<file path="config.mk">
export PLATFORM = sky130hd
export DESIGN_NAME = fp_divider
export DESIGN_NICKNAME = d
export VERILOG_FILES = /design/src/rtl/fp_pkg.sv /design/src/rtl/mant_divider.sv /design/src/rtl/fp_divider.sv
export SDC_FILE = /design/constraint.sdc
export NUM_CORES = 1
export LEC_CHECK = 0
export BUFFER_PORTS_ARGS = -buffer_cell sky130_fd_sc_hd__buf_2
export CAP_MARGIN = 0
export CORE_MARGIN = 1
export CORE_UTILIZATION = 40
export DETAILED_ROUTE_END_ITERATION = 12
export PLACE_DENSITY = 0.64
export SLEW_MARGIN = 20
export SYNTH_ARGS = -nofsm -noshare
export SYNTH_HDL_FRONTEND = slang
export SYNTH_SLANG_ARGS = --single-unit
</file>
<file path="constraint.sdc">
create_clock -name clk -period 11.32 [get_ports clk]
set_input_delay 2.264 -clock clk [delete_from_list [all_inputs] [get_ports clk]]
set_output_delay 2.264 -clock clk [all_outputs]
set_load 0.1 [all_outputs]
</file>
<file path="src/rtl/fp_pkg.sv">
// rtl/fp_pkg.sv - shared constants, types and operand classifier for the FP arithmetic blocks
// Purpose: single-precision constants, the divider FSM state type and the
//          zero/inf/nan/normal classifier shared with the multiplier.
// Ports:   none (package).
package fp_pkg;

   localparam int          BIAS    = 127;
   localparam logic [31:0] QNAN    = 32'h7FC0_0000;
   localparam logic [31:0] POS_INF = 32'h7F80_0000;

   typedef enum logic [1:0] {IDLE, DIV, FIN} fp_state_t;

   typedef enum logic [1:0] {FP_ZERO, FP_INF, FP_NAN, FP_NORMAL} fp_class_t;

   // Takes the magnitude bits only; the sign never affects the class.
   // Every exp==0 pattern is zero because denormals are flushed.
   function automatic fp_class_t fp_class(input logic [30:0] x);
      fp_class_t c;
      if (x[30:23] == 8'h00) begin
         c = FP_ZERO;
      end else if (x[30:23] == 8'hFF) begin
         c = (x[22:0] == 23'h0) ? FP_INF : FP_NAN;
      end else begin
         c = FP_NORMAL;
      end
      return c;
   endfunction

endpackage

</file>
<file path="src/rtl/mant_divider.sv">
// rtl/mant_divider.sv - radix-2 restoring mantissa divider, one quotient bit per clock
// Purpose: divides {1,ma} by {1,mb}, producing MAN_W+2 quotient bits MSB first.
// Ports:   clk, rst_n      clock, async active-low reset
//          load_i          start a new division from ma_i / mb_i
//          step_i          perform one restoring step
//          ma_i, mb_i      stored mantissas of dividend / divisor
//          q_o             quotient bits shifted in so far
//          cnt_o           steps taken; saturates at the last step index
module mant_divider
   import fp_pkg::*;
#(
   parameter int MAN_W = 23
) (
   input  logic               clk,
   input  logic               rst_n,
   input  logic               load_i,
   input  logic               step_i,
   input  logic [MAN_W-1:0]   ma_i,
   input  logic [MAN_W-1:0]   mb_i,
   output logic [MAN_W+1:0]   q_o,
   output logic [4:0]         cnt_o
);

   // Both operands lie in [2^MAN_W, 2^(MAN_W+1)), so the remainder stays
   // below 2*D and one extra bit above the divisor width is enough.
   localparam int         RW   = MAN_W + 2;
   localparam logic [4:0] LAST = 5'(MAN_W + 1);

   logic [RW-1:0]  rem_q, rem_d;
   logic [RW-1:0]  q_q, q_d;
   logic [RW-1:0]  diff;
   logic [MAN_W:0] div_q, div_d;
   logic [4:0]     cnt_q, cnt_d;

   always_comb begin
      rem_d = rem_q;
      div_d = div_q;
      q_d   = q_q;
      cnt_d = cnt_q;
      diff  = rem_q - RW'(div_q);
      if (load_i) begin
         rem_d = RW'({1'b1, ma_i});
         div_d = {1'b1, mb_i};
         q_d   = '0;
         cnt_d = '0;
      end else if (step_i) begin
         if (rem_q >= RW'(div_q)) begin
            rem_d = diff << 1;
            q_d   = {q_q[RW-2:0], 1'b1};
         end else begin
            rem_d = rem_q << 1;
            q_d   = {q_q[RW-2:0], 1'b0};
         end
         if (cnt_q != LAST) begin
            cnt_d = cnt_q + 5'd1;
         end
      end
   end

   always_ff @(posedge clk or negedge rst_n) begin
      if (!rst_n) begin
         rem_q <= '0;
         div_q <= '0;
         q_q   <= '0;
         cnt_q <= '0;
      end else begin
         rem_q <= rem_d;
         div_q <= div_d;
         q_q   <= q_d;
         cnt_q <= cnt_d;
      end
   end

   assign q_o   = q_q;
   assign cnt_o = cnt_q;

endmodule

</file>
<file path="src/rtl/fp_divider.sv">
// rtl/fp_divider.sv - sequential single-precision divider, truncating, denormals flushed
// Purpose: quotient = a / b with a start/busy/done handshake. Owns the FSM,
//          special-case decode, exponent arithmetic and normalisation; the
//          mantissa quotient comes from mant_divider.
// Ports:   clk, rst_n      clock, async active-low reset
//          start           request, sampled only in IDLE
//          a, b            dividend / divisor, captured on the accept edge
//          busy            high from accept edge until done edge
//          done            one-cycle pulse, quotient valid from then on
//          quotient        result, held until the next done
//          div_by_zero     finite nonzero a divided by zero, valid with done
module fp_divider
   import fp_pkg::*;
#(
   parameter int EXP_W = 8,
   parameter int MAN_W = 23,
   parameter int BIAS  = fp_pkg::BIAS
) (
   input  logic                   clk,
   input  logic                   rst_n,
   input  logic                   start,
   input  logic [EXP_W+MAN_W:0]   a,
   input  logic [EXP_W+MAN_W:0]   b,
   output logic                   busy,
   output logic                   done,
   output logic [EXP_W+MAN_W:0]   quotient,
   output logic                   div_by_zero
);

   localparam int                 W         = 1 + EXP_W + MAN_W;
   localparam logic signed [9:0]  BIAS_S    = 10'(BIAS);
   localparam logic signed [9:0]  EXP_MAX   = 10'((1 << EXP_W) - 1);
   localparam logic [4:0]         LAST_STEP = 5'(MAN_W + 1);

   fp_state_t          state_q, state_d;
   logic [W-1:0]       a_q, a_d, b_q, b_d;
   logic [W-1:0]       quo_q, quo_d;
   logic               busy_q, busy_d;
   logic               done_q, done_d;
   logic               dbz_q, dbz_d;

   logic               load, step;
   logic [MAN_W+1:0]   q_mant;
   logic [4:0]         cnt;

   fp_class_t          ca_in, cb_in, ca, cb;
   logic               sgn;
   logic signed [9:0]  e_raw, e_norm;
   logic [MAN_W-1:0]   man;
   logic [W-1:0]       result;
   logic               dbz_res;

   assign ca_in = fp_class(a[W-2:0]);
   assign cb_in = fp_class(b[W-2:0]);
   assign ca    = fp_class(a_q[W-2:0]);
   assign cb    = fp_class(b_q[W-2:0]);

   // Loaded from the live inputs on the accept edge, i.e. the same values
   // captured into a_q / b_q.
   mant_divider #(.MAN_W(MAN_W)) u_mant (
      .clk    (clk),
      .rst_n  (rst_n),
      .load_i (load),
      .step_i (step),
      .ma_i   (a[MAN_W-1:0]),
      .mb_i   (b[MAN_W-1:0]),
      .q_o    (q_mant),
      .cnt_o  (cnt)
   );

   // Result assembly from the captured operands; only sampled in FIN.
   always_comb begin
      sgn   = a_q[W-1] ^ b_q[W-1];
      e_raw = $signed(10'(a_q[W-2:MAN_W])) - $signed(10'(b_q[W-2:MAN_W])) + BIAS_S;
      // Mantissa ratio is in (0.5, 2): the top quotient bit tells which half.
      if (q_mant[MAN_W+1]) begin
         man    = q_mant[MAN_W:1];
         e_norm = e_raw;
      end else begin
         man    = q_mant[MAN_W-1:0];
         e_norm = e_raw - 10'sd1;
      end
      dbz_res = (cb == FP_ZERO) && (ca == FP_NORMAL);
      if ((ca == FP_NAN) || (cb == FP_NAN) ||
          ((ca == FP_ZERO) && (cb == FP_ZERO)) ||
          ((ca == FP_INF) && (cb == FP_INF))) begin
         result = QNAN;
      end else if ((cb == FP_ZERO) || (ca == FP_INF)) begin
         result = {sgn, POS_INF[W-2:0]};
      end else if ((ca == FP_ZERO) || (cb == FP_INF)) begin
         result = {sgn, {(W-1){1'b0}}};
      end else if (e_norm >= EXP_MAX) begin
         result = {sgn, POS_INF[W-2:0]};
      end else if (e_norm <= 10'sd0) begin
         result = {sgn, {(W-1){1'b0}}};
      end else begin
         result = {sgn, e_norm[EXP_W-1:0], man};
      end
   end

   always_comb begin
      state_d = state_q;
      a_d     = a_q;
      b_d     = b_q;
      quo_d   = quo_q;
      busy_d  = busy_q;
      done_d  = 1'b0;
      dbz_d   = dbz_q;
      load    = 1'b0;
      step    = 1'b0;
      case (state_q)
         IDLE: begin
            if (start) begin
               a_d    = a;
               b_d    = b;
               busy_d = 1'b1;
               load   = 1'b1;
               // Any non-normal operand resolves without the mantissa core.
               state_d = ((ca_in != FP_NORMAL) || (cb_in != FP_NORMAL)) ? FIN : DIV;
            end
         end
         DIV: begin
            step = 1'b1;
            if (cnt == LAST_STEP) begin
               state_d = FIN;
            end
         end
         FIN: begin
            quo_d   = result;
            dbz_d   = dbz_res;
            done_d  = 1'b1;
            busy_d  = 1'b0;
            state_d = IDLE;
         end
         default: begin
            state_d = IDLE;
         end
      endcase
   end

   always_ff @(posedge clk or negedge rst_n) begin
      if (!rst_n) begin
         state_q <= IDLE;
         a_q     <= '0;
         b_q     <= '0;
         quo_q   <= '0;
         busy_q  <= 1'b0;
         done_q  <= 1'b0;
         dbz_q   <= 1'b0;
      end else begin
         state_q <= state_d;
         a_q     <= a_d;
         b_q     <= b_d;
         quo_q   <= quo_d;
         busy_q  <= busy_d;
         done_q  <= done_d;
         dbz_q   <= dbz_d;
      end
   end

   assign busy        = busy_q;
   assign done        = done_q;
   assign quotient    = quo_q;
   assign div_by_zero = dbz_q;

endmodule

</file>
==> results.cfg, run 1 <==
[yosys]
synth_area_mm2 = 0.008810
syn_avg_cell_area_um2 = 8.854
yosysTopAreaCellShare = 0.4460
ys_types = 64
ys_seq_elements = 157
synthTopCellsByArea = dfrtp_1, nand2_1, ha_1, o21ai_0, mux2i_1
ys_warn_count = 0
ys.flop_type = dfrtp_1
syn_nets = 1100
synth_edf_count = 0
synthCells = 995
yosysTopAreaCell = dfrtp_1
yosysSeqAreaShare = 0.4460
async_flop_share = 1.000

[finish]
nets = 1178
area_growth_pct = 15.35
drive_gt1_frac = 0.1676
layout_common_cells = nand2_1, dfrtp_1, buf_2
final_common_cell = nand2_1
num-fill-cells = 2057
diodes = 0

[cts]
root_buffer = clkbuf_16
cts_made_buffers = 17
hold_buffers = 0
cts_resized = 0
insertion_delay_ns = 0.43
ctsHtreeMaxLevel = 4
cts.sinks = 157
cts_tree = done
cts.path.max_buffers = 2
post-cts-setup-buffers = 0
clk_pin_slew_worst_paths_ns = 0.07

[floorplanning]
ios = 102
die_height_um = 150.4
start_util = 0.4139
design.core.area_mm2 = 0.02129
row_count = 53
die_w_um = 150.4
die_area_mm2 = 0.02262

[sta]
slew_headroom = 0.2925
finalCritPeriodShare = 0.3789
hold_violations = 0
maxSlewViolCount = 0
rsz0062_at_grt = no
timing.fmax_ghz = 0.2332
finalSetupViolCount = 0
fin_worst_skew_ns = 0.007718
fin_tns_setup_ns = 0
tightest_slew_ns = 1.061
fin_crit_ns = 4.289

[global_route]
grt_start_max_net_pins = 104
use_met2 = 0.3339
grt.busiest_layer = met2
grt_pass1_vias = 6916
use_met1 = 0.2868
overflow = 0
antenna_found_initial = 0
track_usage = 0.2072
grt_pass1_wl_um = 36230
grt_use_met3 = 0.03485

[drt]
wl_per_cell_um = 16.11
drt_pass1_iterations = 5
drt-initial-drc-count = 431
vias_per_cell = 5.325
antenna_left = 0
drc_errors = 0
wirelength_um = 21920
vias = 7248

[worst_setup_path]
cp.required_ns = 11.69
arrival_ns = 4.66
worst_setup_path_start_kind = input pin
path_class = input pin to flop
critPathCaptureType = flop
cp_max_fo = 103

[flow_run]
drv_cap = 0

[placement]
hpwl_um = 15570
io_buffers = 101
gp_congestion = 0.8437

[hold_path]
hp-class = flop to flop

[outcome]
status = finished clean
layout make-up:
cell class / instances / area, µm² / share of cell area
Timing Repair Buffer: 108 / 564.3 / 0.05553
Clock inverter: 14 / 175.2 / 0.01724
Inverter: 45 / 168.9 / 0.01662
Tap cell: 275 / 344.1 / 0.03386
Clock buffer: 18 / 439.2 / 0.04322
Sequential cell: 157 / 3929 / 0.3866
Multi-Input combinational cell: 744 / 4542 / 0.4469
synth_stat cells, types with 17 or more instances:
master	n
nand2_1	252
dfrtp_1	157
o21ai_0	84
inv_1	45
clkbuf_1	40
nor2_1	40
mux2i_1	37
ha_1	36
a21oi_1	28
xnor2_1	24
o21ai_2	20
a21o_1	17
routing by layer:
| metal | up-vias | routed length [µm] |
|---|---|---|
| li1 | 3606 | - |
| met1 | 3426 | 10210 |
| met2 | 196 | 10250 |
| met3 | 20 | 1200 |
| met4 | 0 | 261 |
| met5 | - | 0 |
sequential cells by signal, summed over array words and instances, names as in the netlist:
register,cells
a_q,32
b_q,32
busy,1
div_by_zero,1
done,1
quotient,32
state_q,2
u_mant.cnt_o,5
u_mant.div_q,1
u_mant.q_o,25
u_mant.rem_q,25
worst max-delay path, stage by stage:
cell and delay (ns):
buf_2 0.09, nor2b_1 0.26, nor2b_4 0.70, buf_4 0.86, a22oi_1 0.20, o21ai_0 0.13, a31o_2 0.12
final timing paths:
kind / start / end / slack [ns] / cells after the start
max in group asynchronous: rst_n / a_q[13]$_DFFE_PN0P_ / 7.96 / 2
hold / removal: u_mant.div_q[23]$_DFFE_PN0P_ / u_mant.div_q[23]$_DFFE_PN0P_ / 0.46 / 2
setup reg to reg: a_q[23]$_DFFE_PN0P_ / quotient[4]$_DFFE_PN0P_ / 7.07 / 14
setup / recovery: start / u_mant.rem_q[21]$_DFFE_PN0P_ / 7.03 / 7
hold reg to reg: u_mant.div_q[23]$_DFFE_PN0P_ / u_mant.div_q[23]$_DFFE_PN0P_ / 0.46 / 2
min in group asynchronous: rst_n / a_q[27]$_DFFE_PN0P_ / 1.88 / 1
through the flow:
| step | instances | setup slack, ns | utilization | area, µm² | hold WS, ns |
|---|---|---|---|---|---|
| after detailed placement | 1329 | 6.562 | 0.4485 | 9548 | 0.4407 |
| after global placement | 1329 | 6.641 | 0.4485 | 9548 | 0.4305 |
| after floorplan | 995 | 7.565 | - | 8810 | 0.4181 |
| after CTS | 1361 | 7.021 | 0.4774 | 10160 | 0.4616 |
| after global routing | 1361 | 6.728 | 0.4774 | 10160 | 0.4916 |
| final | 1361 | 7.031 | 0.4774 | 10160 | 0.4617 |
cell families after synthesis:
family          after synthesis  synth area share
simple gates                403            0.2047
compound gates              229            0.1713
flops                       157            0.4460
buf+inv                      94           0.04190
mux                          40           0.04587
fa+ha+maj                    38           0.05567
xor+xnor                     34           0.03465
Power of run 1 is not shown: default switching activity piles up to over one toggle a cycle in this logic, so the estimate is an artifact.
==> run 2: changes to the inputs <==
--- a/config.mk
+++ b/config.mk
@@ -5,12 +5,13 @@
 export SDC_FILE = /design/constraint.sdc
 export NUM_CORES = 1
 export LEC_CHECK = 0
+export ABC_AREA = 1
 export BUFFER_PORTS_ARGS = -buffer_cell sky130_fd_sc_hd__buf_2
 export CAP_MARGIN = 0
 export CORE_MARGIN = 1
 export CORE_UTILIZATION = 40
 export DETAILED_ROUTE_END_ITERATION = 12
-export PLACE_DENSITY = 0.64
+export PLACE_DENSITY = 0.66
 export SLEW_MARGIN = 20
 export SYNTH_ARGS = -nofsm -noshare
 export SYNTH_HDL_FRONTEND = slang
==> constraint.sdc (replaced) <==
create_clock -name clk -period 3.7 [get_ports clk]
set_input_delay 0.74 -clock clk [delete_from_list [all_inputs] [get_ports clk]]
set_output_delay 0.74 -clock clk [all_outputs]
set_load 0.1 [all_outputs]
==> run 2 against run 1 <==
- first-iteration DRC count up 17%
- final cell count grew 19%
- sequential share of layout area down 1.9 points
- flip-flop and latch count did not move
- register-to-register slack worse by 6.7 ns
- non-clock buffer count up 4
- critical endpoint is now quotient[25]$_DFFE_PN0P_
- largest cell class unchanged
==> results.cfg, run 2 <==
[sta]
fin_worst_skew_ns = 0.01335
tightest_slew_ns = 0.9486
finalSetupViolCount = 0
slew_headroom = 0.3669
fin_crit_ns = 3.353
finalCritPeriodShare = 0.9061
fin_tns_setup_ns = 0
timing.fmax_ghz = 0.2983
maxSlewViolCount = 0
hold_violations = 0
rsz0062_at_grt = no

[yosys]
synth_area_mm2 = 0.009300
yosysSeqAreaShare = 0.4224
ys_seq_elements = 157
yosysTopAreaCell = dfrtp_1
ys.flop_type = dfrtp_1
yosysTopAreaCellShare = 0.4224
syn_avg_cell_area_um2 = 7.549
synth_common_cells = nand2_1, dfrtp_1, inv_1
ys_types = 44
synth_edf_count = 0
syn_nets = 1337
synthTopCellsByArea = dfrtp_1, nand2_1, o21ai_0, inv_1, ha_1
async_flop_share = 1.000
synthCells = 1232
yosysMostFrequentCell = nand2_1
ys_warn_count = 0

[cts]
clk_pin_slew_worst_paths_ns = 0.07
cts_made_buffers = 17
cts_resized = 0
root_buffer = clkbuf_16
cts.path.max_buffers = 2
ctsHtreeMaxLevel = 4
post-cts-setup-buffers = 0
cts_tree = done
cts.sinks = 157
insertion_delay_ns = 0.43
hold_buffers = 0

[finish]
layout.cells.non_filler = 1620
diodes = 0
fin_util = 0.4706
num-fill-cells = 2287
layout_common_cells = nand2_1, dfrtp_1, inv_1
nets = 1427
drive_gt1_frac = 0.1468
area_growth_pct = 14.92
final_common_cell = nand2_1

[global_route]
grt_start_max_net_pins = 97
grt_pass1_wl_um = 38480
overflow = 0
antenna_found_initial = 0
track_usage = 0.1992
grt_pass1_vias = 7895

[worst_setup_path]
cp_max_fo = 25
critPathCaptureType = flop
cp.required_ns = 4.05
worst_setup_path_start_kind = flop
path_class = flop to flop
arrival_ns = 3.71

[floorplanning]
ios = 102
start_util = 0.4095
row_count = 55
die_height_um = 154.5
design.core.area_mm2 = 0.02271
die_w_um = 154.5
die_area_mm2 = 0.02386

[outcome]
status = finished clean

[placement]
gp_congestion = 0.9004
io_buffers = 101
hpwl_um = 16560
dp.cells = 1588

[drt]
vias = 8268
vias_per_cell = 5.104
wirelength_um = 22830
drt_pass1_iterations = 5
antenna_left = 0
drc_errors = 0
wl_per_cell_um = 14.09
drt-initial-drc-count = 506

[flow_run]
drv_cap = 0

[hold_path]
hp-class = input pin to async pin
run 2: cell count changes after synthesis, sizes merged, moves of 16 or more:
cell | before | now
o22ai | 3 | 25
nand3 | 16 | 96
nor2 | 40 | 66
inv | 45 | 157
nand2 | 252 | 339
mux2i | 37 | 0
nor3 | 13 | 29
a21oi | 29 | 62
run 2: worst max-delay path: stages (launching register included):
cell and delay (ns):
dfrtp_1 0.40, inv_1 0.08, ha_1 0.16, inv_2 0.05, fa_1 0.47, inv_1 0.06, ha_1 0.31, inv_1 0.07
nor2_1 0.11, nand3_1 0.10, nand3b_1 0.21, clkinv_1 0.09, nand2_2 0.05, nor2_2 0.13, nand3_2 0.11, nand2_1 0.13
nand2_1 0.10, nand2_4 0.11, nand2_4 0.20, nand2_1 0.15, nand2_1 0.06, a21oi_1 0.13
run 2: metal layers:
metal	track usage	vias to the layer above	share of wire
met5	0	-	0
met4	0.04903	0	0.013
met3	0.04091	18	0.037
met2	0.3288	153	0.46
met1	0.2669	3848	0.49
li1	-	4249	-
run 2: worst paths after layout:
| check | from | slack [ns] | cells past startpoint | endpoint |
|---|---|---|---|---|
| setup reg to reg | a_q[23]$_DFFE_PN0P_ | 0.35 | 21 | quotient[25]$_DFFE_PN0P_ |
| max in group asynchronous | rst_n | 2.59 | 2 | a_q[4]$_DFFE_PN0P_ |
| hold reg to reg | div_by_zero$_DFFE_PN0P_ | 0.47 | 2 | div_by_zero$_DFFE_PN0P_ |
| hold / removal | rst_n | 0.29 | 1 | b_q[31]$_DFFE_PN0P_ |
| min in group clk | div_by_zero$_DFFE_PN0P_ | 0.47 | 2 | div_by_zero$_DFFE_PN0P_ |
| setup / recovery | a_q[23]$_DFFE_PN0P_ | 0.35 | 21 | quotient[25]$_DFFE_PN0P_ |
run 2: stage by stage:
stage / hold WS [ns] / area [µm²] / worst slack [ns]
after floorplan: 0.4264 / 9300 / 0.7378
after global placement: 0.4448 / 10090 / 0.5253
after detailed placement: 0.4627 / 10090 / 0.4377
after CTS: 0.3135 / 10690 / 0.3557
after global routing: 0.3331 / 10690 / 0.04935
final: 0.2921 / 10690 / 0.3473
run 2: kinds of logic after synthesis:
group / after synthesis / synth area share
flip-flops: 157 / 0.4224
AND/OR/NAND/NOR: 577 / 0.2794
buffers and inverters: 204 / 0.08476
adder cells (fa/ha/maj): 38 / 0.05274
XOR/XNOR: 21 / 0.01978
AO/OA/AOI/OAI: 235 / 0.1409
run 2: final cells by class:
cell class / instances / area, µm² / area share
clock inverters: 15 / 172.7 / 0.01616
multi-input cells: 871 / 4583 / 0.4288
well taps: 285 / 356.6 / 0.03336
inverters: 163 / 614.3 / 0.05748
flip-flops and latches: 157 / 3929 / 0.3676
clock buffers: 17 / 425.4 / 0.03980
repair buffers: 112 / 606.8 / 0.05678
Power of run 2 is left out for the same reason.
==> run 3: changes to the inputs <==
--- a/config.mk
+++ b/config.mk
@@ -6,7 +6,7 @@
 export NUM_CORES = 1
 export LEC_CHECK = 0
 export ABC_AREA = 1
-export BUFFER_PORTS_ARGS = -buffer_cell sky130_fd_sc_hd__buf_2
+export BUFFER_PORTS_ARGS = -buffer_cell sky130_fd_sc_hd__clkbuf_2
 export CAP_MARGIN = 0
 export CORE_MARGIN = 1
 export CORE_UTILIZATION = 40
==> run 3 against run 2 <==
- highest routed layer unchanged
- core utilization up 0.072 points
- register-to-register slack better by 0.05 ns
- clock-buffer cell count unchanged
- critical path type unchanged
- global-route usage down 0.12 points
- die area unchanged
- final area up 0.15%
- fmax up 1.4%
==> results.cfg, run 3 (same netlist as run 2, synthesis figures left out) <==
[drt]
wl_per_cell_um = 14.05
antenna_left = 0
drc_errors = 0
drt_pass1_iterations = 5
wirelength_um = 22740
drt-initial-drc-count = 463
vias = 8248
vias_per_cell = 5.095

[sta]
fin_crit_ns = 3.306
maxSlewViolCount = 0
fin_tns_setup_ns = 0
rsz0062_at_grt = no
tightest_slew_ns = 0.9517
fin_worst_skew_ns = 0.01100
finalCritPeriodShare = 0.8935
finalSetupViolCount = 0
timing.fmax_ghz = 0.3025
slew_headroom = 0.3648
hold_violations = 0

[placement]
hpwl_um = 16480
io_buffers = 101
gp_congestion = 0.8918

[outcome]
status = finished clean

[worst_setup_path]
critPathCaptureType = flop
worst_setup_path_start_kind = flop
crit_path_cell_trace = inv_1 > ha_1 > inv_2 > fa_1 > inv_1 > ha_1 > inv_1 > nor2_1 > nand3_1 > nand3b_1 > clkinv_1 > nand4_1 > nand2_1 > nand2_1 > nor2_2 > nand2_1 > nand2_4 > nand2_4 > nand2_1 > nand2_1 > a21oi_1
cp_top_family = simple AND/OR/NAND/NOR gates
cpMaxStageDelayCell = fa_1
cp_max_fo = 25
worstPathBufferInverterCount = 5
ff2ff_path_depth = 21
path_class = flop to flop
crit_path_frequent_cell = nand2_1
crit_cells = 21
critPathMaxStageDelay_ns = 0.47
arrival_ns = 3.68
cp.required_ns = 4.07

[cts]
root_buffer = clkbuf_16
ctsHtreeMaxLevel = 4
hold_buffers = 0
cts_made_buffers = 17
cts_resized = 0
clk_pin_slew_worst_paths_ns = 0.08
cts.path.max_buffers = 2
cts_tree = done
post-cts-setup-buffers = 0
insertion_delay_ns = 0.44
cts.sinks = 157

[floorplanning]
die_area_mm2 = 0.02386
die_w_um = 154.5
design.core.area_mm2 = 0.02271
ios = 102
die_height_um = 154.5
row_count = 55
start_util = 0.4095

[finish]
area_growth_pct = 15.09
final_common_cell = nand2_1
layout_common_cells = nand2_1, dfrtp_1, inv_1
diodes = 0
nets = 1426
drive_gt1_frac = 0.1462

[global_route]
overflow = 0
grt_pass1_vias = 7850
track_usage = 0.1980
antenna_found_initial = 0
grt_start_max_net_pins = 97
grt_pass1_wl_um = 38100

[hold_path]
hp-class = input pin to async pin

[flow_run]
drv_cap = 0
==> run 3: cell count changes in the layout (fill, tap and decap cells not counted), sizes merged <==
| cell | before | now |
|---|---|---|
| buf | 112 | 11 |
| clkbuf | 17 | 117 |
| clkinv | 11 | 14 |
| clkinvlp | 3 | 0 |
==> run 3: cell type report <==
cell class / count / area, µm²
Clock inverter: 15 / 196.4
Tap cell: 285 / 356.6
Timing Repair Buffer: 111 / 599.3
Inverter: 163 / 614.3
Sequential cell: 157 / 3929
Multi-Input combinational cell: 871 / 4583
Fill cell: 2255 / 12010
Clock buffer: 17 / 425.4
==> run 3: per-layer routing <==
metal | vias up | GRT usage | wire length (µm) | part of all wire
met5 | - | 0 | 0 | 0
met4 | 0 | 0.06365 | 365 | 0.016
met3 | 28 | 0.03110 | 906 | 0.040
met2 | 165 | 0.3239 | 10520 | 0.46
met1 | 3802 | 0.2681 | 10950 | 0.48
li1 | 4253 | - | - | -
==> run 3: worst paths after layout <==
kind / slack (ns) / start / end
hold / removal: 0.27 / rst_n / quotient[31]$_DFFE_PN0P_
setup / recovery: 0.39 / a_q[23]$_DFFE_PN0P_ / quotient[25]$_DFFE_PN0P_
max in group asynchronous: 2.51 / rst_n / u_mant.div_q[23]$_DFFE_PN0P_
setup reg to reg: 0.39 / a_q[23]$_DFFE_PN0P_ / quotient[25]$_DFFE_PN0P_
hold reg to reg: 0.48 / u_mant.div_q[23]$_DFFE_PN0P_ / u_mant.div_q[23]$_DFFE_PN0P_
min in group clk: 0.48 / u_mant.div_q[23]$_DFFE_PN0P_ / u_mant.div_q[23]$_DFFE_PN0P_
==> run 3: metrics by stage <==
step,area [µm²],setup WS (ns),hold WS (ns),std cells,utilization
global placement,10080,0.5242,0.4449,1587,0.4440
floorplan,9300,0.7378,0.4264,1232,-
finish,10700,0.3939,0.2725,1619,0.4714
CTS,10700,0.3829,0.3082,1619,0.4714
global route,10700,0.06993,0.3335,1619,0.4714
detailed placement,10080,0.4513,0.4645,1587,0.4440
Power of run 3 is left out for the same reason.
